===== config.mk =====
export PLATFORM = sky130hd
export DESIGN_NAME = lsu_out
export DESIGN_NICKNAME = d
export VERILOG_FILES = /design/src/rtl/lsu_out.sv
export SDC_FILE = /design/constraint.sdc
export NUM_CORES = 1
export LEC_CHECK = 0
export BUFFER_PORTS_ARGS = -buffer_cell sky130_fd_sc_hd__buf_2
export CORE_AREA = 2 2 113 115
export DETAILED_ROUTE_END_ITERATION = 10
export DIE_AREA = 0 0 115 117
export GPL_ROUTABILITY_DRIVEN = 0
export RECOVER_POWER = 100
export SETUP_SLACK_MARGIN = 0.1
export SYNTH_ARGS = -nofsm -noshare
export SYNTH_HDL_FRONTEND = slang
export SYNTH_SLANG_ARGS = --single-unit

===== constraint.sdc =====
create_clock -name clk_i -period 3.69 [get_ports clk_i]
set_input_delay 0.1845 -clock clk_i [delete_from_list [all_inputs] [get_ports clk_i]]
set_output_delay 0.1845 -clock clk_i [all_outputs]
set_load 0.03 [all_outputs]

===== src/rtl/lsu_out.sv =====
// LSU response stage: a slot buffer that pairs in-order memory responses with request
// metadata, then aligns and extends load data and hands one result per request to writeback.
module lsu_out #(
    parameter int unsigned DEPTH = 2
) (
    input  logic        clk_i,
    input  logic        rst_ni,
    input  logic        req_valid_i,
    output logic        req_ready_o,
    input  logic        req_we_i,
    input  logic [1:0]  req_type_i,
    input  logic        req_sign_ext_i,
    input  logic [1:0]  req_offset_i,
    input  logic        data_rvalid_i,
    input  logic [31:0] data_rdata_i,
    input  logic        data_err_i,
    output logic        lsu_valid_o,
    input  logic        lsu_ready_i,
    output logic [31:0] lsu_rdata_o,
    output logic        lsu_we_o,
    output logic        lsu_err_o,
    output logic [3:0]  outstanding_o,
    output logic        rsp_unexpected_o
);
    localparam int unsigned PW = (DEPTH > 1) ? $clog2(DEPTH) : 1;

    typedef struct packed {
        logic       we;
        logic [1:0] typ;
        logic       sign;
        logic [1:0] off;
    } meta_t;

    meta_t             meta_q [DEPTH];
    logic [31:0]       data_q [DEPTH];
    logic [DEPTH-1:0]  err_q;
    logic [DEPTH-1:0]  alloc_q;
    logic [DEPTH-1:0]  filled_q;
    logic [PW-1:0]     head_q, fill_q, tail_q;
    logic [3:0]        count_q;
    logic              unexp_q;

    logic        issue, fill_ok, retire;
    meta_t       fm;
    logic        misal;
    logic [31:0] sh_byte, sh_half;
    logic [31:0] proc_data;
    logic        proc_err;

    // All handshake outputs derive from registered state (plus reset), never from rvalid/ready.
    assign req_ready_o      = rst_ni && (count_q < 4'(DEPTH));
    assign lsu_valid_o      = rst_ni && filled_q[head_q];
    assign lsu_rdata_o      = lsu_valid_o ? data_q[head_q] : 32'h0;
    assign lsu_we_o         = lsu_valid_o && meta_q[head_q].we;
    assign lsu_err_o        = lsu_valid_o && err_q[head_q];
    assign outstanding_o    = rst_ni ? count_q : 4'h0;
    assign rsp_unexpected_o = rst_ni && unexp_q;

    assign issue   = req_valid_i && req_ready_o;
    assign fill_ok = data_rvalid_i && alloc_q[fill_q] && !filled_q[fill_q];
    assign retire  = lsu_valid_o && lsu_ready_i;

    always_comb begin
        fm        = meta_q[fill_q];
        proc_data = 32'h0;
        proc_err  = 1'b0;
        sh_byte   = data_rdata_i >> {fm.off, 3'b000};
        sh_half   = data_rdata_i >> {fm.off[1], 4'b0000};
        misal     = ((fm.typ == 2'b00 || fm.typ == 2'b11) && fm.off != 2'b00) ||
                    (fm.typ == 2'b01 && fm.off[0]);
        if (data_err_i || misal) begin
            proc_err = 1'b1;
        end else if (!fm.we) begin
            unique case (fm.typ)
                2'b01:   proc_data = {{16{fm.sign & sh_half[15]}}, sh_half[15:0]};
                2'b10:   proc_data = {{24{fm.sign & sh_byte[7]}}, sh_byte[7:0]};
                default: proc_data = data_rdata_i;
            endcase
        end
    end

    always_ff @(posedge clk_i) begin
        if (!rst_ni) begin
            head_q   <= '0;
            fill_q   <= '0;
            tail_q   <= '0;
            count_q  <= 4'h0;
            unexp_q  <= 1'b0;
            alloc_q  <= '0;
            filled_q <= '0;
            err_q    <= '0;
            for (int i = 0; i < int'(DEPTH); i++) begin
                meta_q[i] <= '0;
                data_q[i] <= 32'h0;
            end
        end else begin
            if (issue) begin
                meta_q[tail_q]  <= '{we: req_we_i, typ: req_type_i, sign: req_sign_ext_i,
                                     off: req_offset_i};
                alloc_q[tail_q] <= 1'b1;
                tail_q          <= tail_q + PW'(1);
            end
            // A response arriving with no allocated-unfilled slot is dropped and flagged.
            if (fill_ok) begin
                data_q[fill_q]   <= proc_data;
                err_q[fill_q]    <= proc_err;
                filled_q[fill_q] <= 1'b1;
                fill_q           <= fill_q + PW'(1);
            end else if (data_rvalid_i) begin
                unexp_q <= 1'b1;
            end
            if (retire) begin
                alloc_q[head_q]  <= 1'b0;
                filled_q[head_q] <= 1'b0;
                head_q           <= head_q + PW'(1);
            end
            count_q <= count_q + 4'(issue) - 4'(retire);
        end
    end
endmodule


==> results.yml, run 1 <==
global_routing:
  grt_pass1_vias: 3448
  antenna_found_initial: 0
  grt-ovfl-total: 0
  grtUsageTotal: 0.171
  grt_max_degree: 35
  grt_pass1_wl_mm: 17.3
critical_path:
  critPathKind: "reg2out"
  endpoint_kind: "output port"
  worstPathBufferInverterCount: 2
  startpoint_type: "flip-flop"
  critPathSlowestCell: "clkbuf_1"
  cp.arrival_ps: 2860
  path_delay_family: "buffers and inverters"
  crit_chain: "mux2_2, nand2_1, clkbuf_1, nor2_1, clkbuf_1"
  cp_max_fo: 34
  max_stage_delay_ps: 1120
  critical_path_required_ps: 3510
  cp_common_cell: "clkbuf_1"
pwr:
  p_int_uw: 1940
  p_seq_frac: 0.449
  power_leakage_uw: 0.00200
  p_switching_uw: 843
  peakVddDrop_mv: 0.286
  p_sw_frac: 0.303
  clkPwrFrac: 0.320
  power_frac_comb: 0.232
  powerDensity_nw_per_um2: 502
sta:
  finalClockSkew_ps: 5.07
  fmax_mhz: 328
  fin_crit_ps: 3050
  holdWs_ps: 88.6
  report.final.setup_viol: 0
  slew_headroom: -0.296
  worst_pin_slew_ps: 1940
  hold_violations: 0
  min_period_over_period: 0.826
  finalSetupTns_ps: 0
  maxSlewViolCount: 101
  rsz0062_at_grt: "false"
logic_synthesis:
  ys_warn_count: 0
  async_flop_share: 0
  ys_ff_latch: 92
  netlist_instances: 450
  synth-adder-area-share: 0.0275
  synth_xor_area_frac: 0.00726
  synth-edff-count: 76
  syn_nets: 504
  ys_types: 42
  syn_area_um2: 4830
  synthSimpleGateAreaFrac: 0.148
  synth_compound_area_frac: 0.123
  synth_mux_area_frac: 0.112
  ys_seq_area_frac: 0.539
  synth_ff_type: "edfxtp_1"
  synth_top_family_by_area: "simple AND/OR/NAND/NOR gates"
  avgSynthCellArea_um2: 10.7
placement:
  numPortBuffers: 84
  hpwl_mm: 7.73
routing:
  routed_wl_mm: 11.3
  final_antenna_net_count: 0
  drtPass1Iterations: 5
  via_count: 3604
  drt_iter0_markers: 212
  drc: 0
  viasPerCell: 5.33
  wire_per_inst_um: 16.7
cts:
  cts_tree: "done"
  cts_max_level: 3
  clk_pin_slew_ps: 60
  postCtsSetupBuffers: 0
  holdBufCountCts: 0
  clk_latency_ps: 350
  clockBufferDepth: 2
  cts_sinks: 92
  root_buffer: "clkbuf_16"
  cts_resized: 0
  cts_made_buffers: 9
status:
  status: "finished with violations"
  violations: "max-capacitance violations, max-slew violations"
die:
  coreArea_um2: 12300
  dieArea_um2: 13500
  row_count: 41
  die_h_um: 117
  initial_core_util: 0.392
  die_w_um: 115
  num_io_pins: 85
finish:
  antenna_cells: 0
  nNetsFinal: 576
  final_util: 0.450
  drive_gt1_frac: 0.133
  mostFrequentLayoutCell: "nor2_1"
  area_growth_pct: 14.8
  final_cell_mix: "nor2_1 (77), edfxtp_1 (76), mux2i_1 (47), a21oi_1 (46), clkbuf_1 (45)"
hold_path:
  worst_hold_path_type: "in2reg"
flow_run:
  drv_cap: 3
## cell usage after synthesis, types with 2 or more instances
library cell,count,share of area
nor2_1,77,0.060
edfxtp_1,76,0.47
mux2i_1,47,0.097
a21oi_1,46,0.048
nand2_1,24,0.019
o21ai_0,21,0.022
and2_1,18,0.023
nor3_1,17,0.018
clkbuf_1,16,0.012
dfxtp_1,16,0.066
inv_1,15,0.012
ha_1,9,0.023
nand2b_1,8,0.010
o32ai_1,7,0.013
o311a_1,6,0.012
buf_6,5,0.012
buf_2,4,0.0041
a21o_1,3,0.0047
and3_1,3,0.0039
buf_1,3,0.0023
mux2_2,3,0.0070
xnor2_1,3,0.0054
a211oi_1,2,0.0031
nand3b_1,2,0.0031
or2_2,2,0.0026
## cell type report
class / count / area (µm²)
inverters: 15 / 56.3
flip-flops and latches: 92 / 2600
multi-input cells: 314 / 2010
clock inverters: 4 / 41.3
repair buffers: 90 / 404
fillers: 1208 / 6770
clock buffers: 11 / 233
well taps: 150 / 188
## state kept, by name (all words and copies together) (netlist names), named ones only
| signal | cells |
|---|---|
| fill_q | 1 |
| head_q | 1 |
| meta_q | 12 |
| tail_q | 1 |
| filled_q | 2 |
| data_q | 64 |
| unexp_q | 1 |
| err_q | 2 |
| alloc_q | 2 |
| count_q | 4 |
## power by group through the flow
stage               logic, µW  clock network, µW  registers, µW
finish                    644                889           1250
global route              714                933           1260
floorplan                 486                  0           1250
CTS                       648                898           1250
detailed placement        644                  0           1270
global placement          639                  0           1270
## logic make-up (layout without fill, tap and decap cells)
| logic type | after synthesis | after routing |
|---|---|---|
| compound gates | 92 | 92 |
| xor+xnor | 4 | 4 |
| fa+ha+maj | 10 | 10 |
| buf+inv | 44 | 120 |
| flops | 92 | 92 |
| mux | 52 | 52 |
| simple gates | 156 | 156 |
## worst reg2reg max path, stage by stage (launching register included)
cell and delay (ps):
dfxtp_1 670, mux2i_1 310, inv_1 70, ha_1 320, inv_1 70, buf_4 230
o21ai_0 140, a21o_1 240, or2_2 550, nor3_1 270
## routing by layer
layer / vias to the layer above / global-route usage / share of wire / wire, µm
met5: - / 0 / 0 / 0
met4: 0 / 0.0755 / 0.020 / 224
met3: 15 / 0.0360 / 0.065 / 737
met2: 123 / 0.281 / 0.47 / 5260
met1: 1709 / 0.220 / 0.45 / 5050
li1: 1757 / - / - / -
## through the flow
stage | std cells | total power (µW) | area [µm²] | setup slack, ps
final | 676 | 2780 | 5540 | 642
after global routing | 676 | 2900 | 5540 | 381
after CTS | 676 | 2790 | 5600 | 672
after detailed placement | 661 | 1910 | 5330 | 671
after global placement | 661 | 1910 | 5330 | 772
after floorplan | 450 | 1740 | 4830 | 447
## final timing paths
path | from | end | slack [ps] | cells after the start
setup / recovery | head_q | lsu_rdata_o[10] | 640 | 5
hold / removal | lsu_ready_i | filled_q[1] | 90 | 2
setup reg to reg | flip-flop | data_q[0][14] | 660 | 9
hold reg to reg | unexp_q | unexp_q | 460 | 2
No activity file was read; power rests on OpenSTA's default activity.
==> run 2, diff against run 1 <==
Clock period 3.69 ns to 3.17 ns, I/O delays scaled along.
==> results.yml, run 2 (synthesis gave the netlist of run 1 again) <==
global_routing:
  antenna_found_initial: 0
  grt_max_degree: 35
  grt_pass1_vias: 3493
  grt_pass1_wl_mm: 18.1
  grtUsageTotal: 0.180
  grt-ovfl-total: 0
critical_path:
  startpoint_type: "flip-flop"
  critical_path_required_ps: 3360
  worstPathBufferInverterCount: 2
  max_stage_delay_ps: 710
  cp.arrival_ps: 2870
  critPathKind: "reg2reg"
  crit_chain: "buf_4, mux2i_1, inv_1, ha_1, o21ai_0, a2111oi_4, o211ai_4, a21oi_1"
  path_delay_family: "compound AO/OA/AOI/OAI gates"
  critPathSlowestCell: "a2111oi_4"
  cp_max_fo: 32
  endpoint_kind: "flip-flop"
cts:
  cts_resized: 0
  cts_tree: "done"
  postCtsSetupBuffers: 0
  clockBufferDepth: 2
  clk_latency_ps: 350
  cts_made_buffers: 9
  cts_max_level: 3
  cts_sinks: 92
  clk_pin_slew_ps: 60
  holdBufCountCts: 0
  root_buffer: "clkbuf_16"
sta:
  maxSlewViolCount: 33
  min_period_over_period: 0.845
  finalSetupTns_ps: 0
  worst_pin_slew_ps: 1980
  rsz0062_at_grt: "false"
  finalClockSkew_ps: 7.12
  slew_headroom: -0.320
  fin_crit_ps: 2680
  fmax_mhz: 373
  report.final.setup_viol: 0
  hold_violations: 0
die:
  num_io_pins: 85
  row_count: 41
  die_h_um: 117
  coreArea_um2: 12300
  dieArea_um2: 13500
  initial_core_util: 0.392
  die_w_um: 115
routing:
  via_count: 3650
  route.met2.wl_mm: 5.38
  viasPerCell: 5.36
  wire_per_inst_um: 17.2
  final_antenna_net_count: 0
  drt_iter0_markers: 194
  m1WireLength_mm: 5.32
  drtPass1Iterations: 5
  routed_wl_mm: 11.7
  drc: 0
  dr_wl_met3_um: 623
  top_layer_used: "met4"
placement:
  hpwl_mm: 8.19
  numPortBuffers: 84
finish:
  top_register: "data_q"
  final_cell_mix: "nor2_1 (77), edfxtp_1 (76), mux2i_1 (47), a21oi_1 (46), buf_2 (44)"
  fillers: 1220
  final_util: 0.456
  nNetsFinal: 580
  drive_gt1_frac: 0.153
  largest_reg_flops: 64
  top_regs: "data_q x64, meta_q x12, count_q x4"
  antenna_cells: 0
  area_growth_pct: 16.3
  mostFrequentLayoutCell: "nor2_1"
pwr:
  power_leakage_uw: 0.00205
  powerDensity_nw_per_um2: 601
  peakVddDrop_mv: 0.312
status:
  violations: "max-capacitance violations, max-slew violations"
  status: "finished with violations"
flow_run:
  drv_cap: 1
hold_path:
  worst_hold_path_type: "in2reg"
-- run 2: cell count changes in the layout (fill, tap and decap cells not counted), moves of 2 or more --
cell / before / now
clkinv_1: 3 / 1
clkbuf_2: 0 / 2
buf_4: 3 / 7
clkbuf_1: 45 / 41
-- run 2: worst register-to-register path, delay by kind of cell (launching register included) --
family	cells	cell delay, ps
DFF	1	380
buffers and inverters	2	290
muxes	1	120
AOI/OAI and AO/OA	4	1550
adders and majority gates	1	180
-- run 2: worst paths after layout --
path	start	endpoint	slack, ps	cells after the start
max	flip-flop	data_q[1][26]	490	8
min	lsu_ready_i	filled_q[1]	50	2
max reg2reg	flip-flop	data_q[1][26]	490	8
min reg2reg	unexp_q	unexp_q	460	2
-- run 2: per-stage QoR --
step | hold WS (ps) | area (µm²) | cells | setup slack [ps] | power, µW
finish | 50.6 | 5610 | 681 | 492 | 3370
global route | 53.4 | 5610 | 681 | 224 | 3520
CTS | 37.2 | 5670 | 681 | 498 | 3390
detailed placement | 411 | 5360 | 665 | 527 | 2240
global placement | 409 | 5360 | 665 | 604 | 2220
floorplan | 279 | 4830 | 450 | 575 | 2020
-- run 2: power breakdown --
part | switching (µW) | internal [µW] | total [µW]
logic | 506 | 260 | 767
registers | 41.1 | 1400 | 1440
clock network | 473 | 688 | 1160
-- run 2: layout make-up --
cell class              count  area, µm²  share of cell area
clock buffers               9        225              0.0401
clock inverters             7       90.1              0.0161
inverters                  15       56.3              0.0100
multi-input cells         314       2010               0.359
flip-flops and latches     92       2600               0.464
well taps                 150        188              0.0334
repair buffers             94        437              0.0778
-- run 2: metal layers --
layer | vias to the layer above | global-route usage
met5 | - | 0
met4 | 0 | 0.0956
met3 | 26 | 0.0288
met2 | 112 | 0.290
met1 | 1745 | 0.235
li1 | 1767 | -
==> run 3, diff against run 2 <==
Clock period 3.17 ns to 2.6 ns, I/O delays scaled along.
==> results.yml, run 3 (synthesis gave the netlist of run 1 again) <==
critical_path:
  startpoint_type: "flip-flop"
  cp.arrival_ps: 2600
  max_stage_delay_ps: 420
  crit_chain: "clkbuf_2, mux2i_2, clkbuf_4, nand2_1, a21oi_2, o211ai_4, a21oi_1"
  cp_max_fo: 16
  critPathKind: "reg2reg"
  path_delay_family: "compound AO/OA/AOI/OAI gates"
  endpoint_kind: "flip-flop"
  worstPathBufferInverterCount: 2
  critical_path_required_ps: 2800
  r2r_cells: 7
  critPathSlowestCell: "dfxtp_1"
  rrSetupSlack_ps: 200
  critical_path_depth: 7
  r2r_end: "data_q[1][30]"
cts:
  clk_latency_ps: 350
  cts_max_level: 3
  cts_made_buffers: 9
  holdBufCountCts: 0
  root_buffer: "clkbuf_16"
  cts_tree: "done"
  cts_sinks: 92
  clk_pin_slew_ps: 70
  clockBufferDepth: 2
placement:
  numPortBuffers: 84
  post-place-ws_ps: 93.0
  postPlaceCellArea_um2: 5390
  hpwl_mm: 8.22
sta:
  slew_headroom: 0.372
  setup_slack_ps: 197
  finalSetupTns_ps: 0
  hold_violations: 0
  worst_pin_slew_ps: 942
  min_period_over_period: 0.924
  maxSlewViolCount: 0
  finalClockSkew_ps: 8.11
  fin_crit_ps: 2400
  rsz0062_at_grt: "true"
  holdWs_ps: 24.8
  fmax_mhz: 416
  report.final.setup_viol: 0
hold_path:
  whs_path_depth: 2
  worst_hold_path_type: "in2reg"
  hold_end: "filled_q[1]"
  worstHoldStart: "lsu_ready_i"
routing:
  via_count: 3698
  routed_wl_mm: 12.0
  drt_iter0_markers: 206
  viasPerCell: 5.37
  final_antenna_net_count: 0
  drtPass1Iterations: 4
  wire_per_inst_um: 17.3
  drc: 0
die:
  initial_core_util: 0.392
  die_w_um: 115
  coreArea_um2: 12300
  die_h_um: 117
  num_io_pins: 85
  row_count: 41
  dieArea_um2: 13500
finish:
  fillers: 1172
  nNetsFinal: 588
  top_regs: "data_q x64, meta_q x12, count_q x4"
  largest_reg_flops: 64
  final_area_um2: 5730
  final_cell_mix: "nor2_1 (77), edfxtp_1 (76), mux2i_1 (47), buf_2 (46), a21oi_1 (45)"
  drive_gt1_frac: 0.230
  antenna_cells: 0
  top_register: "data_q"
  mostFrequentLayoutCell: "nor2_1"
  area_growth_pct: 18.6
pwr:
  power_leakage_uw: 0.00219
  powerDensity_nw_per_um2: 707
  peakVddDrop_mv: 0.332
global_routing:
  grt_max_degree: 35
  grt-ovfl-total: 0
  grtUsageTotal: 0.178
  grt_pass1_wl_mm: 18.0
  antenna_found_initial: 0
  grt_pass1_vias: 3578
status:
  status: "completed"
flow_run:
  drv_cap: 0
-- run 3: cell types whose count changed in the layout (fill, tap and decap cells not counted), moves of 2 or more --
cell / change
clkbuf_2: +34
clkbuf_1: -33
buf_2: +2
or2_2: -2
or2_4: +2
-- run 3: power breakdown --
part | internal, µW | switching [µW] | total [µW]
Sequential | 1710 | 51.7 | 1760
Clock | 739 | 553 | 1290
Combinational | 347 | 649 | 996
Total | 2800 | 1250 | 4050
-- run 3: cell type report --
type | count | area (µm²) | area share
sequential | 92 | 2600 | 0.455
timing repair buffer | 101 | 543 | 0.0948
tap | 150 | 188 | 0.0328
inverter | 15 | 56.3 | 0.00983
clock buffer | 9 | 225 | 0.0393
multi-input combinational | 315 | 2040 | 0.357
clock inverter | 7 | 67.6 | 0.0118
-- run 3: metal layers --
| layer | vias to the layer above | GRT usage | wire, µm |
|---|---|---|---|
| met5 | - | 0 | 0 |
| met4 | 0 | 0.0602 | 168 |
| met3 | 15 | 0.0474 | 870 |
| met2 | 139 | 0.293 | 5730 |
| met1 | 1758 | 0.229 | 5180 |
| li1 | 1786 | - | - |
-- run 3: worst max path at each step --
stage | startpoint | to
final | flip-flop | data_q[1][30]
after global routing | flip-flop | data_q[1][12]
after CTS | flip-flop | data_q[1][12]
after detailed placement | flip-flop | data_q[1][12]
after global placement | flip-flop | data_q[0][9]
after floorplan | flip-flop | data_q[0][19]
-- run 3: stage by stage --
| step | instances | power (µW) | util |
|---|---|---|---|
| after floorplan | 450 | 2470 | - |
| after detailed placement | 669 | 2750 | 0.438 |
| after global routing | 689 | 4250 | 0.465 |
| after CTS | 685 | 4030 | 0.461 |
| after global placement | 669 | 2730 | 0.438 |
| final | 689 | 4050 | 0.465 |
-- run 3: repair_timing --
item                       CTS  global route
gates cloned                 0             1
gates resized for setup      0            11
pin swaps                    0             2
setup endpoints to repair    2            60
buffers inserted             0             3
